[src/rtl/lcd_bus_arb.sv]
// ---------------------------------------------------------------------------
// lcd_bus_arb
//
// Arbitrates N LCD producers (init engine, line pipeline, overlays) onto one
// 8080-style parallel write bus and generates the chip-select / write-strobe
// timing. A source owns the bus for a whole burst (until it presents a word
// flagged last, or stalls longer than the hold limit); words are handed over
// with a req/ack handshake.
//
// Ports:
//   sys_clk_i   system clock, everything on the rising edge
//   reset_i     synchronous active-low reset
//   req_i       per-source word valid, held with its word until ack
//   dc_i        per-source D/C of the presented word (0 = command)
//   last_i      per-source end-of-burst flag of the presented word
//   data_i      packed source words, source k at [k*W +: W]
//   ack_o       one-cycle pulse, presented word has been captured
//   grant_o     one-hot current bus owner, zero when idle
//   cs_o        LCD chip select (active low)
//   wr_o        LCD write strobe (active low)
//   rd_o        LCD read strobe, tied inactive (write-only bus)
//   dc_o        LCD D/C
//   data_o      LCD data
//   busy_o      high whenever the sequencer is not idle
//   timeout_o   one-cycle pulse when a stalled owner is forcibly released
// ---------------------------------------------------------------------------
module lcd_bus_arb #(
  parameter int G_NUM_SRC     = 2,
  parameter int G_DATA_WIDTH  = 8,
  parameter int G_WR_LOW_CYC  = 2,
  parameter int G_WR_HIGH_CYC = 2,
  parameter int G_PRIO_MODE   = 0,
  parameter int G_HOLD_MAX    = 64
) (
  input  logic                                sys_clk_i,
  input  logic                                reset_i,
  input  logic [G_NUM_SRC-1:0]                req_i,
  input  logic [G_NUM_SRC-1:0]                dc_i,
  input  logic [G_NUM_SRC-1:0]                last_i,
  input  logic [G_NUM_SRC*G_DATA_WIDTH-1:0]   data_i,
  output logic [G_NUM_SRC-1:0]                ack_o,
  output logic [G_NUM_SRC-1:0]                grant_o,
  output logic                                cs_o,
  output logic                                wr_o,
  output logic                                rd_o,
  output logic                                dc_o,
  output logic [G_DATA_WIDTH-1:0]             data_o,
  output logic                                busy_o,
  output logic                                timeout_o
);

  localparam int PTR_W  = (G_NUM_SRC > 1) ? $clog2(G_NUM_SRC) : 1;
  localparam int PH_MAX = (G_WR_LOW_CYC > G_WR_HIGH_CYC) ? G_WR_LOW_CYC : G_WR_HIGH_CYC;
  localparam int PH_W   = (PH_MAX > 1) ? $clog2(PH_MAX) : 1;
  localparam int HOLD_W = (G_HOLD_MAX > 1) ? $clog2(G_HOLD_MAX + 1) : 1;

  typedef enum logic [2:0] {
    ST_IDLE,
    ST_SETUP,
    ST_WR_LOW,
    ST_WR_HIGH,
    ST_HOLD,
    ST_GAP
  } state_t;

  state_t                   state_q, state_d;
  logic [PTR_W-1:0]         owner_q, owner_d;
  logic [PTR_W-1:0]         ptr_q, ptr_d;
  logic [PH_W-1:0]          phase_q, phase_d;
  logic [HOLD_W-1:0]        hold_q, hold_d;
  logic                     last_q, last_d;
  logic [G_NUM_SRC-1:0]     ack_q, ack_d;
  logic [G_NUM_SRC-1:0]     grant_q, grant_d;
  logic                     cs_q, cs_d;
  logic                     wr_q, wr_d;
  logic                     dc_q, dc_d;
  logic [G_DATA_WIDTH-1:0]  data_q, data_d;
  logic                     busy_q, busy_d;
  logic                     timeout_q, timeout_d;

  logic [PTR_W-1:0]         win_idx;
  logic [PTR_W-1:0]         sel_idx;
  logic                     sel_req;
  logic                     sel_dc;
  logic                     sel_last;
  logic [G_DATA_WIDTH-1:0]  sel_data;
  logic [G_NUM_SRC-1:0]     sel_onehot;
  logic [HOLD_W-1:0]        hold_inc;
  logic                     capture;

  assign hold_inc = hold_q + HOLD_W'(1);

  // Winner among requesters when idle. Loops run highest-rank-last so the
  // final assignment is the winner: lowest index in fixed mode, first index
  // strictly after the pointer (wrapping) in round-robin mode.
  always_comb begin
    win_idx = '0;
    if (G_PRIO_MODE == 0) begin
      for (int i = G_NUM_SRC - 1; i >= 0; i--) begin
        if (req_i[i]) win_idx = PTR_W'(i);
      end
    end else begin
      for (int off = G_NUM_SRC; off >= 1; off--) begin
        for (int i = 0; i < G_NUM_SRC; i++) begin
          if (req_i[i] && (i == (int'(ptr_q) + off) % G_NUM_SRC)) win_idx = PTR_W'(i);
        end
      end
    end
  end

  // Source currently being looked at: the prospective winner while idle,
  // otherwise the burst owner (non-owners are ignored mid-burst).
  always_comb begin
    sel_idx    = (state_q == ST_IDLE) ? win_idx : owner_q;
    sel_req    = 1'b0;
    sel_dc     = 1'b0;
    sel_last   = 1'b0;
    sel_data   = '0;
    sel_onehot = '0;
    for (int i = 0; i < G_NUM_SRC; i++) begin
      if (int'(sel_idx) == i) begin
        sel_req       = req_i[i];
        sel_dc        = dc_i[i];
        sel_last      = last_i[i];
        sel_data      = data_i[i*G_DATA_WIDTH +: G_DATA_WIDTH];
        sel_onehot[i] = 1'b1;
      end
    end
  end

  // Sequencer next-state and next-output logic. Outputs are computed for the
  // state being entered, so every pin is a flop aligned with the state.
  // Capturing a word always lands in SETUP with an ack to the selected source.
  always_comb begin
    state_d   = state_q;
    owner_d   = owner_q;
    ptr_d     = ptr_q;
    phase_d   = phase_q;
    hold_d    = hold_q;
    last_d    = last_q;
    ack_d     = '0;
    grant_d   = grant_q;
    cs_d      = cs_q;
    wr_d      = wr_q;
    dc_d      = dc_q;
    data_d    = data_q;
    busy_d    = busy_q;
    timeout_d = 1'b0;
    capture   = 1'b0;

    case (state_q)
      ST_IDLE: begin
        if (|req_i) begin
          capture = 1'b1;
          owner_d = win_idx;
          ptr_d   = win_idx;
          grant_d = sel_onehot;
          cs_d    = 1'b0;
          busy_d  = 1'b1;
        end
      end

      ST_SETUP: begin
        state_d = ST_WR_LOW;
        wr_d    = 1'b0;
        phase_d = '0;
      end

      ST_WR_LOW: begin
        if (phase_q == PH_W'(G_WR_LOW_CYC - 1)) begin
          state_d = ST_WR_HIGH;
          wr_d    = 1'b1;
          phase_d = '0;
        end else begin
          phase_d = phase_q + PH_W'(1);
        end
      end

      ST_WR_HIGH: begin
        if (phase_q == PH_W'(G_WR_HIGH_CYC - 1)) begin
          phase_d = '0;
          if (last_q) begin
            state_d = ST_GAP;
            cs_d    = 1'b1;
            grant_d = '0;
          end else if (sel_req) begin
            capture = 1'b1;
          end else begin
            state_d = ST_HOLD;
            hold_d  = '0;
          end
        end else begin
          phase_d = phase_q + PH_W'(1);
        end
      end

      ST_HOLD: begin
        // A request arriving in the timeout cycle still keeps the bus.
        if (sel_req) begin
          capture = 1'b1;
          hold_d  = '0;
        end else if ((G_HOLD_MAX != 0) && (hold_inc == HOLD_W'(G_HOLD_MAX))) begin
          state_d   = ST_GAP;
          cs_d      = 1'b1;
          grant_d   = '0;
          timeout_d = 1'b1;
          hold_d    = '0;
        end else begin
          hold_d = hold_inc;
        end
      end

      ST_GAP: begin
        state_d = ST_IDLE;
        busy_d  = 1'b0;
      end

      default: begin
        state_d = ST_IDLE;
        cs_d    = 1'b1;
        wr_d    = 1'b1;
        grant_d = '0;
        busy_d  = 1'b0;
      end
    endcase

    if (capture) begin
      state_d = ST_SETUP;
      data_d  = sel_data;
      dc_d    = sel_dc;
      last_d  = sel_last;
      ack_d   = sel_onehot;
    end
  end

  // State and output registers. Reset aborts any burst on the spot.
  always_ff @(posedge sys_clk_i) begin
    if (!reset_i) begin
      state_q   <= ST_IDLE;
      owner_q   <= '0;
      ptr_q     <= PTR_W'(G_NUM_SRC - 1);
      phase_q   <= '0;
      hold_q    <= '0;
      last_q    <= 1'b0;
      ack_q     <= '0;
      grant_q   <= '0;
      cs_q      <= 1'b1;
      wr_q      <= 1'b1;
      dc_q      <= 1'b1;
      data_q    <= '0;
      busy_q    <= 1'b0;
      timeout_q <= 1'b0;
    end else begin
      state_q   <= state_d;
      owner_q   <= owner_d;
      ptr_q     <= ptr_d;
      phase_q   <= phase_d;
      hold_q    <= hold_d;
      last_q    <= last_d;
      ack_q     <= ack_d;
      grant_q   <= grant_d;
      cs_q      <= cs_d;
      wr_q      <= wr_d;
      dc_q      <= dc_d;
      data_q    <= data_d;
      busy_q    <= busy_d;
      timeout_q <= timeout_d;
    end
  end

  assign ack_o     = ack_q;
  assign grant_o   = grant_q;
  assign cs_o      = cs_q;
  assign wr_o      = wr_q;
  assign rd_o      = 1'b1;
  assign dc_o      = dc_q;
  assign data_o    = data_q;
  assign busy_o    = busy_q;
  assign timeout_o = timeout_q;

endmodule

[config.mk]
export PLATFORM = sky130hd
export DESIGN_NAME = lcd_bus_arb
export DESIGN_NICKNAME = d
export VERILOG_FILES = /design/src/rtl/lcd_bus_arb.sv
export SDC_FILE = /design/constraint.sdc
export NUM_CORES = 1
export LEC_CHECK = 0
export CORE_UTILIZATION = 45
export CTS_CLUSTER_DIAMETER = 150
export DETAILED_ROUTE_END_ITERATION = 12
export PLACE_DENSITY = 0.83
export SYNTH_ARGS = -nofsm -noshare
export SYNTH_HDL_FRONTEND = slang
export SYNTH_SLANG_ARGS = --single-unit
[constraint.sdc]
create_clock -name sys_clk_i -period 2.66 [get_ports sys_clk_i]
set_clock_uncertainty 0.15 [all_clocks]
set_input_delay 0.665 -clock sys_clk_i [delete_from_list [all_inputs] [get_ports sys_clk_i]]
set_output_delay 0.665 -clock sys_clk_i [all_outputs]
set_load 0.03 [all_outputs]
# [Word level (Yosys, flattened, before mapping)]
# Index checks and enable logic that the tools add are counted.
[classes] add_sub_neg=2 n_eq_ne=21 mux=47 bitwise_logic=6 n_reduce_logical=18
[ops] operator="7-bit two-way mux" count=5
[ops] operator="1-bit two-way mux" count=22
[ops] operator="3-bit two-way mux" count=6
[ops] operator="6-bit AND reduction" count=3
[ops] operator="2-bit inequality test (second input constant)" count=8
[ops] operator="3-bit inequality test (second input constant)" count=5
[ops] operator="3-bit one-hot mux with 5 select lines" count=1
[ops] operator="7-bit one-hot mux with 2 select lines" count=1
[ops] operator="2-bit two-way mux" count=5
[ops] operator="8-bit two-way mux" count=1
[ops] operator="2-bit one-hot mux with 4 select lines" count=1
[ops] operator="2-bit AND reduction" count=4
[ops] operator="4-bit OR reduction" count=2
[ops] operator="7-bit by 1-bit adder with 7-bit output (second input constant)" count=1
[ops] operator="7-bit == test (second input constant)" count=1
[ops] operator="3-bit by 2-bit == test with 1-bit output (second input constant)" count=2
[ops] operator="3-bit == test (second input constant)" count=2
[ops] operator="1-bit inverter" count=6
[ops] operator="1-bit one-hot mux with 3 select lines" count=2
[ops] operator="2-bit OR reduction" count=3
[ops] operator="3-bit OR reduction" count=2
[ops] operator="4-bit inequality test (second input constant)" count=1
[ops] operator="1-bit one-hot mux with 2 select lines" count=2
[ops] operator="1-bit one-hot mux with 4 select lines" count=1
[ops] operator="other kinds (6)" count=7
[word_totals] regBits=30 elab_cells=108

# [Logic depth before layout (Yosys ltp)]
[logic_depth] depth_word=10 depth_mapped=7

# [Worst setup path after synthesis]
# OpenSTA, ideal clock, no wires.
[synth_path] kind="register to register" startpoint="register hold_q[0]" endpoint="register hold_q[6]" t_arrival_ns=1.717 required_time_ns=2.436 setup_slack_ns=0.719 path_stages_with_launch=7 path_buffers=0 period_less_slack_ns=1.941 path_cell_list="dfxtp_1 ha_1 nand3_1 or2_0 or3b_2 a211o_1 o21ai_0"
[synth_via] elab_chain_len=5
[synth_rtl] item="from (decl)" line_no="70" rtl="logic [HOLD_W-1:0] hold_q, hold_d;"
[synth_rtl] item="from (signal assigned)" line_no="258" rtl="hold_q <= hold_d;"
[synth_rtl] item="7-bit by 1-bit adder with 7-bit output (*)" line_no="91" rtl="assign hold_inc = hold_q + HOLD_W'(1);"
[synth_rtl] item="7-bit == test" line_no="202" rtl="end else if ((G_HOLD_MAX != 0) && (hold_inc == HOLD_W'(G_HOLD_MAX))) begin"
[synth_rtl] item="7-bit two-way mux (*)" line_no="202"
[synth_rtl] item="7-bit two-way mux (*)" line_no="199" rtl="if (sel_req) begin"
[synth_rtl] item="7-bit one-hot mux with 2 select lines (*)" line_no="151" rtl="case (state_q)"
# Mark *: on every way between the ends. The rest lies on a longest branch, timed or not.
# A chain may end at the register's enable or synchronous reset.

# [Worst setup path after layout]
[layout_path] startpoint="input port req_i[0]" endpoint="register data_q[4], in the netlist data_o[4]"
[layout_via] elab_chain_len=7 word_cells_on_any_way=10 cone_classes="mux (9); reduce/logical (1)"
[layout_rtl] item="from (decl)" line_no="37" rtl="input logic [G_NUM_SRC-1:0] req_i,"
[layout_rtl] item="1-bit two-way mux" line_no="100" rtl="if (req_i[i]) win_idx = PTR_W'(i);"
[layout_rtl] item="1-bit two-way mux" line_no="114" rtl="sel_idx = (state_q == ST_IDLE) ? win_idx : owner_q;"
[layout_rtl] item="1-bit two-way mux" line_no="121" rtl="if (int'(sel_idx) == i) begin"
[layout_rtl] item="1-bit two-way mux" line_no="186, 199"
[layout_rtl] item="1-bit two-way mux" line_no="182" rtl="if (last_q) begin"
[layout_rtl] item="1-bit two-way mux" line_no="180" rtl="if (phase_q == PH_W'(G_WR_HIGH_CYC - 1)) begin"
[layout_rtl] item="1-bit one-hot mux with 3 select lines" line_no="151"
[layout_rtl] item="to (signal assigned)" line_no="265" rtl="data_q <= data_d;"
[layout_rtl] item="to (decl)" line_no="77" rtl="logic [G_DATA_WIDTH-1:0] data_q, data_d;"
# Parallel ways exist; a longest one is shown, timed or not.

==> summary.md <==
| Metric | Value |
|---|---|
| Status | `completed` |
| Gpl congestion | `between 0.8 and 0.9` |
| Unrepaired setup endpoints after global routing | `no` |
| Sequential Power Share | `between 40 and 50%` |
| Final nets | `about 240` |
| CP Data Required Time | `roughly 2.8 ns` |
| Crit end category | `flop` |
| Antenna diode count | `0` |
| Post-synthesis adder-cell area fraction | `0.832%` |
| Routed vias/inst | `5.41` |
| VDD IR-drop max | `0.323 mV` |
| Post-Synth Simple-Gate Area | `between 20% and 30%` |
| CTS sink cnt | `30` |
| Chip width | `around 60 µm` |
| Static Leak | `approximately 0.77 nW` |
| P_sw | `approximately 350 µW` |
| Count of pins over their slew limit | `0` |
| Type of origin of the critical path | `input port` |
| Number of flops mapped to enable cells by yosys | `0` |
| H-Tree Depth | `2` |
| CTS clk-pin slew, worst paths | `approximately 0.090 ns` |
| Data arrival, critical path | `2.45 ns` |
| Yosys cell types | `48` |
| Port bufs | `40` |
| Die Height | `~60 µm` |
| Max frequency | `~0.43 GHz` |
| Synthesized net count | `about 200` |
| Total CTS buffers | `5` |
| Cell Area, Synth | `0.00150 mm²` |
| Initial core utilization | `approximately 48%` |
| Int Power | `approximately 760 µW` |
| Largest family of logic cells by synthesized area | `compound AO/OA/AOI/OAI gates` |
| Area grow syn2layout | `32.8%` |
| Largest net degree at the start of global routing | `21` |
| Setup TNS | `0 ns` |
| Total power | `1.12 mW` |
| Compound-Gate Fraction of Synth Area | `roughly a quarter` |
| Clock power share | `about 25%` |
| Commonest non-fill, non-tap cell in the layout | `clkdlybuf4s50_1` |
| First-pass GRT wire length | `5890 µm` |
| Post-route minimum period | `between 2 and 2.5 ns` |
| Vias in the first global route | `approximately 1300` |
| Wire per inst | `14.0 µm` |
| I/O pin count | `42` |
| Final ANT Viol Nets | `0` |
| Main flop type after synthesis | `dfxtp_1` |
| Tcrit/Tclk final | `about 88%` |
| Synth Area per Inst | `between 8 and 9 µm²` |
| Post-CTS sizing | `0` |
| Reg2reg start | `hold_q[0]$_SDFFE_PN0P_` |
| Multiplexer share of the synthesized area | `between 7 and 8%` |
| Logic pwr share | `between 20% and 30%` |
| Area of the multi-input gates | `about 820 µm²` |
| Cell count after synthesis | `approximately 170` |
| CP Cell Sequence | `clkdlybuf4s50_1 > mux2i_1 > a21oi_1 > o21ai_1 > and2_1 > o2bb2ai_1` |
| Core box area | `~0.0031 mm²` |
| Hpwl dp | `around 2700 µm` |
| Setup CP Type | `in2reg` |
| #FFs+latches synth | `30` |
| Site Rows | `20` |
| Initial DRC count | `about 110` |
| Tot GR Track Use | `22.4%` |
| Synth async-reset ratio | `0%` |
| CP Launch Point | `req_i[0]` |
| CTS tree | `built` |
| Post-CTS Setup Inserts | `0` |
| CP max-delay cell | `clkdlybuf4s50_1` |
| DR vias | `1390` |
| Max_cap viols | `0` |
| Layout fillers | `~280` |
| Die area | `around 0.0036 mm²` |
| Total gr overflow | `0` |
| Synth Area in XOR/XNOR | `0%` |
| Crit Path Max Fanout | `11` |
| Sequential-to-total area share from yosys stat | `approximately two fifths` |
| Hold Slack | `roughly 0.32 ns` |
| DRC Markers | `0` |
| Worst hold path class | `reg2reg` |
| Hold-fix buffer count after cts | `0` |
| Worst-Skew Late Latency | `0.33 ns` |
| Max stage delay on crit path | `0.50 ns` |
| Commonest cells after routing, fill and taps aside | `clkdlybuf4s50_1, dfxtp_1, nor2_1` |
| Hold path startpoint | `data_o[6]$_SDFFE_PN0P_` |
| Final Hold Vio Count | `0` |
| Final WL | `3590 µm` |
| Switch share | `roughly a third` |
| Clk buf depth | `2` |
| Ratio of cells with drive above 1 in the final layout | `about a tenth` |
| Ys Warns | `0` |
| Bufs and invs on worst path | `1` |
| Number of antenna violations at the first check in global routing | `0` |
| Pwr/cell area | `560 mW/mm²` |
| Root Buffer | `clkbuf_4` |
| Cell family with most CP delay | `buffers and inverters` |
| Sequential cell area | `around 600 µm²` |
| Drt pass-1 iters | `6` |
| Count of final setup violators | `0` |
## synthesized netlist by cell type (2+ instances only)
cell type / n / area share, %
a211oi_1: 2 / 1.0
a21boi_0: 2 / 1.0
a21o_1: 2 / 1.0
a21oi_1: 7 / 2.3
a31oi_1: 4 / 1.7
and2_1: 3 / 1.2
and3_1: 2 / 0.83
buf_2: 3 / 1.0
clkbuf_1: 4 / 1.0
dfxtp_1: 30 / 40
inv_1: 7 / 1.7
mux2i_1: 10 / 6.7
nand2_1: 13 / 3.2
nand2b_1: 2 / 0.83
nand3_1: 5 / 1.7
nand3_2: 2 / 1.3
nand4_1: 2 / 0.83
nor2_1: 17 / 4.2
nor3_1: 5 / 1.7
o211ai_1: 2 / 1.0
o21a_1: 4 / 2.0
o21ai_0: 9 / 3.0
o2bb2ai_1: 9 / 5.2
## worst register-to-register path, delay by kind of cell, from the launching register on
kind / cells / cell delay (ns)
AOI/OAI and AO/OA: 2 / 0.35
adders and majority gates: 1 / 0.25
DFF: 1 / 0.41
and+or+nand+nor: 3 / 0.87
## flip-flops by register name (all words and copies together) (netlist names)
name,flops
data_o,8
phase_q,1
grant_o,2
wr_o,1
cs_o,1
timeout_o,1
busy_o,1
last_q,1
state_q,3
ack_o,2
hold_q,7
dc_o,1
owner_q,1
## power by group through the flow
stage                     clock network (mW)  logic [mW]  registers (mW)
final                                  0.280       0.317           0.520
after CTS                              0.295       0.318           0.520
after global routing                   0.321       0.339           0.527
after global placement                     0       0.309           0.528
after floorplan                            0       0.137           0.581
after detailed placement                   0       0.317           0.530
## layout make-up
| cell class | count | area share [%] |
|---|---|---|
| clock buffers | 7 | 2.76 |
| multi-input cells | 124 | 41.3 |
| inverters | 7 | 1.32 |
| well taps | 44 | 2.76 |
| flip-flops and latches | 30 | 30.1 |
| repair buffers | 44 | 21.6 |
| clock inverters | 1 | 0.251 |
## final timing paths
kind | cells past startpoint | slack (ns) | end
worst max-delay path | 6 | 0.32 | data_o[4]$_SDFFE_PN0P_
worst min register to register | 1 | 0.32 | data_o[6]$_SDFFE_PN0P_
worst min-delay path | 1 | 0.32 | data_o[6]$_SDFFE_PN0P_
worst max register to register | 6 | 0.56 | hold_q[6]$_SDFFE_PN0P_
## metal layers
metal	global-route usage, %	vias to the layer above	routed length, µm
met5	0	-	0
met4	11.0	0	80
met3	5.84	6	130
met2	37.1	28	1820
met1	26.7	652	1560
li1	-	704	-
## cells by family after synthesis
group                    Yosys count
AO/OA/AOI/OAI                     50
adder cells (fa/ha/maj)            1
buffers and inverters             17
flip-flops                        30
multiplexers                      11
other                              1
AND/OR/NAND/NOR                   61
## per-stage QoR
stage / area [µm²] / instances / setup slack (ns) / utilization, %
floorplan: 1500 / 171 / 0.719 / -
global placement: 1940 / 249 / 0.137 / 62.4
detailed placement: 1940 / 249 / 0.000567 / 62.4
CTS: 2000 / 257 / 0.357 / 64.4
global route: 2000 / 257 / 0.193 / 64.4
finish: 2000 / 257 / 0.320 / 64.4
Power figures use the tool's default switching activity.
==> edit 1, RTL diff (same flow settings) <==
Remove the register `timeout_q`: a continuous assignment takes its place, so the output `timeout_o` follows one clock earlier.
--- a/src/rtl/lcd_bus_arb.sv
+++ b/src/rtl/lcd_bus_arb.sv
@@ -249,7 +249,6 @@
       dc_q      <= 1'b1;
       data_q    <= '0;
       busy_q    <= 1'b0;
-      timeout_q <= 1'b0;
     end else begin
       state_q   <= state_d;
       owner_q   <= owner_d;
@@ -264,9 +263,10 @@
       dc_q      <= dc_d;
       data_q    <= data_d;
       busy_q    <= busy_d;
-      timeout_q <= timeout_d;
-    end
-  end
+    end
+  end
+
+  assign timeout_q = timeout_d;
 
   assign ack_o     = ack_q;
   assign grant_o   = grant_q;
Function: no difference found for any inputs over 10 cycles, from zero or initial values and one cycle with reset_i low; that may be too few to reach the edited logic, so the function may still have changed.
==> edit 1 against the unedited design <==
Worst setup slack got worse by 0.27 ns. Synthesized cell count shrank 1.8%. Total power increased by 7.6%. Sequential cell count shrank 1. Wire length is 14% higher. Synthesized area up 0.75%. Via count up 9.7%. Design area rose by 5.1%. Critical endpoint is now timeout_o. Largest cell class unchanged.
==> edit 1: results (changes against the unedited design) <==
| Metric | Value |
|---|---|
| Outcome | finished clean |
| Arrival time of data at the critical path endpoint | 1.80 ns (-0.65 ns) |
| Met2 usage | 40.0% (+2.9 points) |
| Multi-input gate area in the final layout | 895 um2 (+8.5%) |
| Number of instances in the synthesized netlist | 168 (-1.8%) |
| Number of fill cells in the layout | 250 (-11%) |
| Via count of the first global-routing pass | 1489 (+13%) |
| Synthesized netlist net count | 193 (-1.5%) |
| Area fraction of the dominant cell type after synthesis | 38.3% (-1.6 points) |
| Pin count of the biggest net entering global routing | 16 (-24%) |
| Count of non-CTS buffers in the layout | 52 (+18%) |
| Static leakage | 0.000746 uW (-3.1%) |
| Net switching power figure | 407 uW (+15%) |
| Final estimated routing congestion in global placement | 0.827 (-3.4%) |
| Largest fanout on the critical path | 2 (-9) |
| Synthesized-area fraction occupied by ao, oa, aoi and oai cells | 29.4% (+4.9 points) |
| Post-layout util | 67.1% (+2.7 points) |
| Met1 Usage GRT | 29.3% (+2.6 points) |
| WL met1 | 1.76 mm (+13%) |
| Sequential Power | 526 uW (+1%) |
| Synth Area in XOR/XNOR | 0.578% (+0.58 points) |
| Slowest Stage Delay on Critical Path | 0.44 ns (-0.06 ns) |
| Logic power comb | 399 uW (+26%) |
| Sequential cell area fraction in the yosys report | 38.3% (-1.6 points) |
| Share of the final layout cell area in sequential cells | 27.8% (-2.3 points) |
| Mux share of post-synthesis cell area | 1.65% (-5.8 points) |
| Dpl cell area | 1990 um2 (+3.0%) |
| Number of different library cells in the post-synthesis netlist | 56 (+17%) |
| Worst IR drop on VDD | 334 uV (+3.2%) |
| Adder and majority gate portion of the synthesized area | 0.826% (-0.0062 points) |
| Non-filler cells, final | 262 (+1.9%) |
| Total length of routed met3 wires | 298 um (+130%) |
| Detailed Place HPWL | 2.99 mm (+12%) |
| Fraction of final layout cells sized beyond drive strength 1 | 20.2% (+10 points) |
| WL met2 | 1.97 mm (+8.4%) |
## edit 1: cell types whose count changed after synthesis, sizes merged, moves of 3 or more
cell     before  now
a221o         0    9
mux2i        10    1
o2bb2ai       9    0
and2          3   10
nor2         17   23
a22oi         0    3
a31oi         4    7
and3          3    0
## edit 1: path summary, 6_finish.rpt
check                           from                      to  slack, ns  depth (start not counted)
max                         req_i[1]               timeout_o       0.05                          5
min              busy_o$_SDFFE_PN0P_     busy_o$_SDFFE_PN0P_       0.35                          2
max reg2reg  state_q[0]$_SDFFE_PN0P_  data_o[4]$_SDFFE_PN0P_       0.64                          5
min reg2reg      busy_o$_SDFFE_PN0P_     busy_o$_SDFFE_PN0P_       0.35                          2
## edit 1: timing repair
action | CTS | global route
setup endpoints to repair | 1 | 1
setup buffers | 1 | 0
pin swaps | 0 | 1
resized for setup | 5 | 5
cloned | 0 | 0
==> edit 2, RTL diff (same flow settings) <==
Without the edit above. The parameter `G_WR_LOW_CYC` goes from 2 to 4.
--- a/src/rtl/lcd_bus_arb.sv
+++ b/src/rtl/lcd_bus_arb.sv
@@ -27,7 +27,7 @@
 module lcd_bus_arb #(
   parameter int G_NUM_SRC     = 2,
   parameter int G_DATA_WIDTH  = 8,
-  parameter int G_WR_LOW_CYC  = 2,
+  parameter int G_WR_LOW_CYC  = 4,
   parameter int G_WR_HIGH_CYC = 2,
   parameter int G_PRIO_MODE   = 0,
   parameter int G_HOLD_MAX    = 64
Check against the original RTL: not equivalent (a bounded check fails within 10 cycles, from zero or initial values and one cycle with reset_i low).
==> edit 2 against the unedited design <==
Sequential cell count up 1. First-iteration DRC count down 32%. Wire length up 0.11%. Largest cell class unchanged. Critical endpoint is now data_o[2]. Design area up 6.8%. Synthesized area up 8.0%. Worst setup slack better by 0.16 ns. Global-route usage down 0.21 points.
Power is not compared: it rests on default switching activity, and its combinational part moved more than twofold at a synthesized area within 25%.
==> edit 2: results (changes against the unedited design) <==
| Metric | Value |
|---|---|
| Number of iterations in the first detailed-routing pass | 4 (-2) |
| Pin count of the biggest net entering global routing | 20 (-4.8%) |
| Dpl cell area | 2080 um2 (+7.2%) |
| Starting DRT DRC Count | 77 (-32%) |
| Adder and majority gate portion of the synthesized area | 3.08% (+2.2 points) |
| Post-Place Setup Slack | 0.140 ns (+0.140 ns) |
| Fraction of final layout cells sized beyond drive strength 1 | 10.6% (+0.73 points) |
| Avg Cell Area, Syn | 8.41 um2 (-4.3%) |
| Detailed Place HPWL | 2.67 mm (-0.47%) |
| # nets final | 264 (+11%) |
| Via count | 1553 (+12%) |
| Total length of routed met3 wires | 286 um (+120%) |
| Slowest Stage Delay on Critical Path | 0.68 ns (+0.18 ns) |
| Met1 Usage GRT | 27.1% (+0.44 points) |
| Met2 usage | 34.5% (-2.6 points) |
| Worst flop-to-flop path startpoint | state_q[1]$_SDFFE_PP0P_ |
| Mux share of post-synthesis cell area | 6.86% (-0.55 points) |
| Synth Area in XOR/XNOR | 1.08% (+1.1 points) |
| Number of different library cells in the post-synthesis netlist | 50 (+4.2%) |
| Minimum setup slack in the final design | 0.480 ns (+0.161 ns) |
| WL met1 | 1.66 mm (+6.3%) |
| Arrival time of data at the critical path endpoint | 1.36 ns (-1.09 ns) |
| Via count of the first global-routing pass | 1405 (+6.9%) |
| WL met2 | 1.60 mm (-12%) |
| Post-Place Cells | 275 (+10%) |
| Overall track demand over capacity in global routing | 22.2% (-0.21 points) |
| Top area cells in the synthesized netlist | dfxtp_1 (38%), mux2i_1 (6.2%), nor2_1 (5.8%) |
| Met3 usage | 7.45% (+1.6 points) |
| Commonest cells post-synth | dfxtp_1 (31), nor2_1 (25), a21oi_1 (17) |
| Outcome | finished clean |
edit 2: worst min-delay path, delay by kind of cell, from the launching register on:
kind | cells | cell delay (ns)
flops | 1 | 0.33
compound gates | 1 | 0.06
simple gates | 1 | 0.05
edit 2: kinds of logic after synthesis:
logic type               count (synthesis)
adder cells (fa/ha/maj)                  4
multiplexers                            11
buffers and inverters                   20
other                                    1
AND/OR/NAND/NOR                         65
flip-flops                              31
AO/OA/AOI/OAI                           59
XOR/XNOR                                 2
edit 2: area by class of cell:
cell class	instances	area (um2)
clock buffers	6	51.3
clock inverters	1	5.00
fillers	298	1260
inverters	7	26.3
multi-input cells	142	903
flip-flops and latches	31	621
well taps	46	57.6
repair buffers	49	468
edit 2: worst paths after layout:
kind / to / cells past startpoint
worst max register to register: last_q$_SDFFE_PN0P_ / 7
worst min-delay path: grant_o[0]$_SDFFE_PN0P_ / 2
worst max-delay path: data_o[2] / 1
worst min register to register: grant_o[0]$_SDFFE_PN0P_ / 2
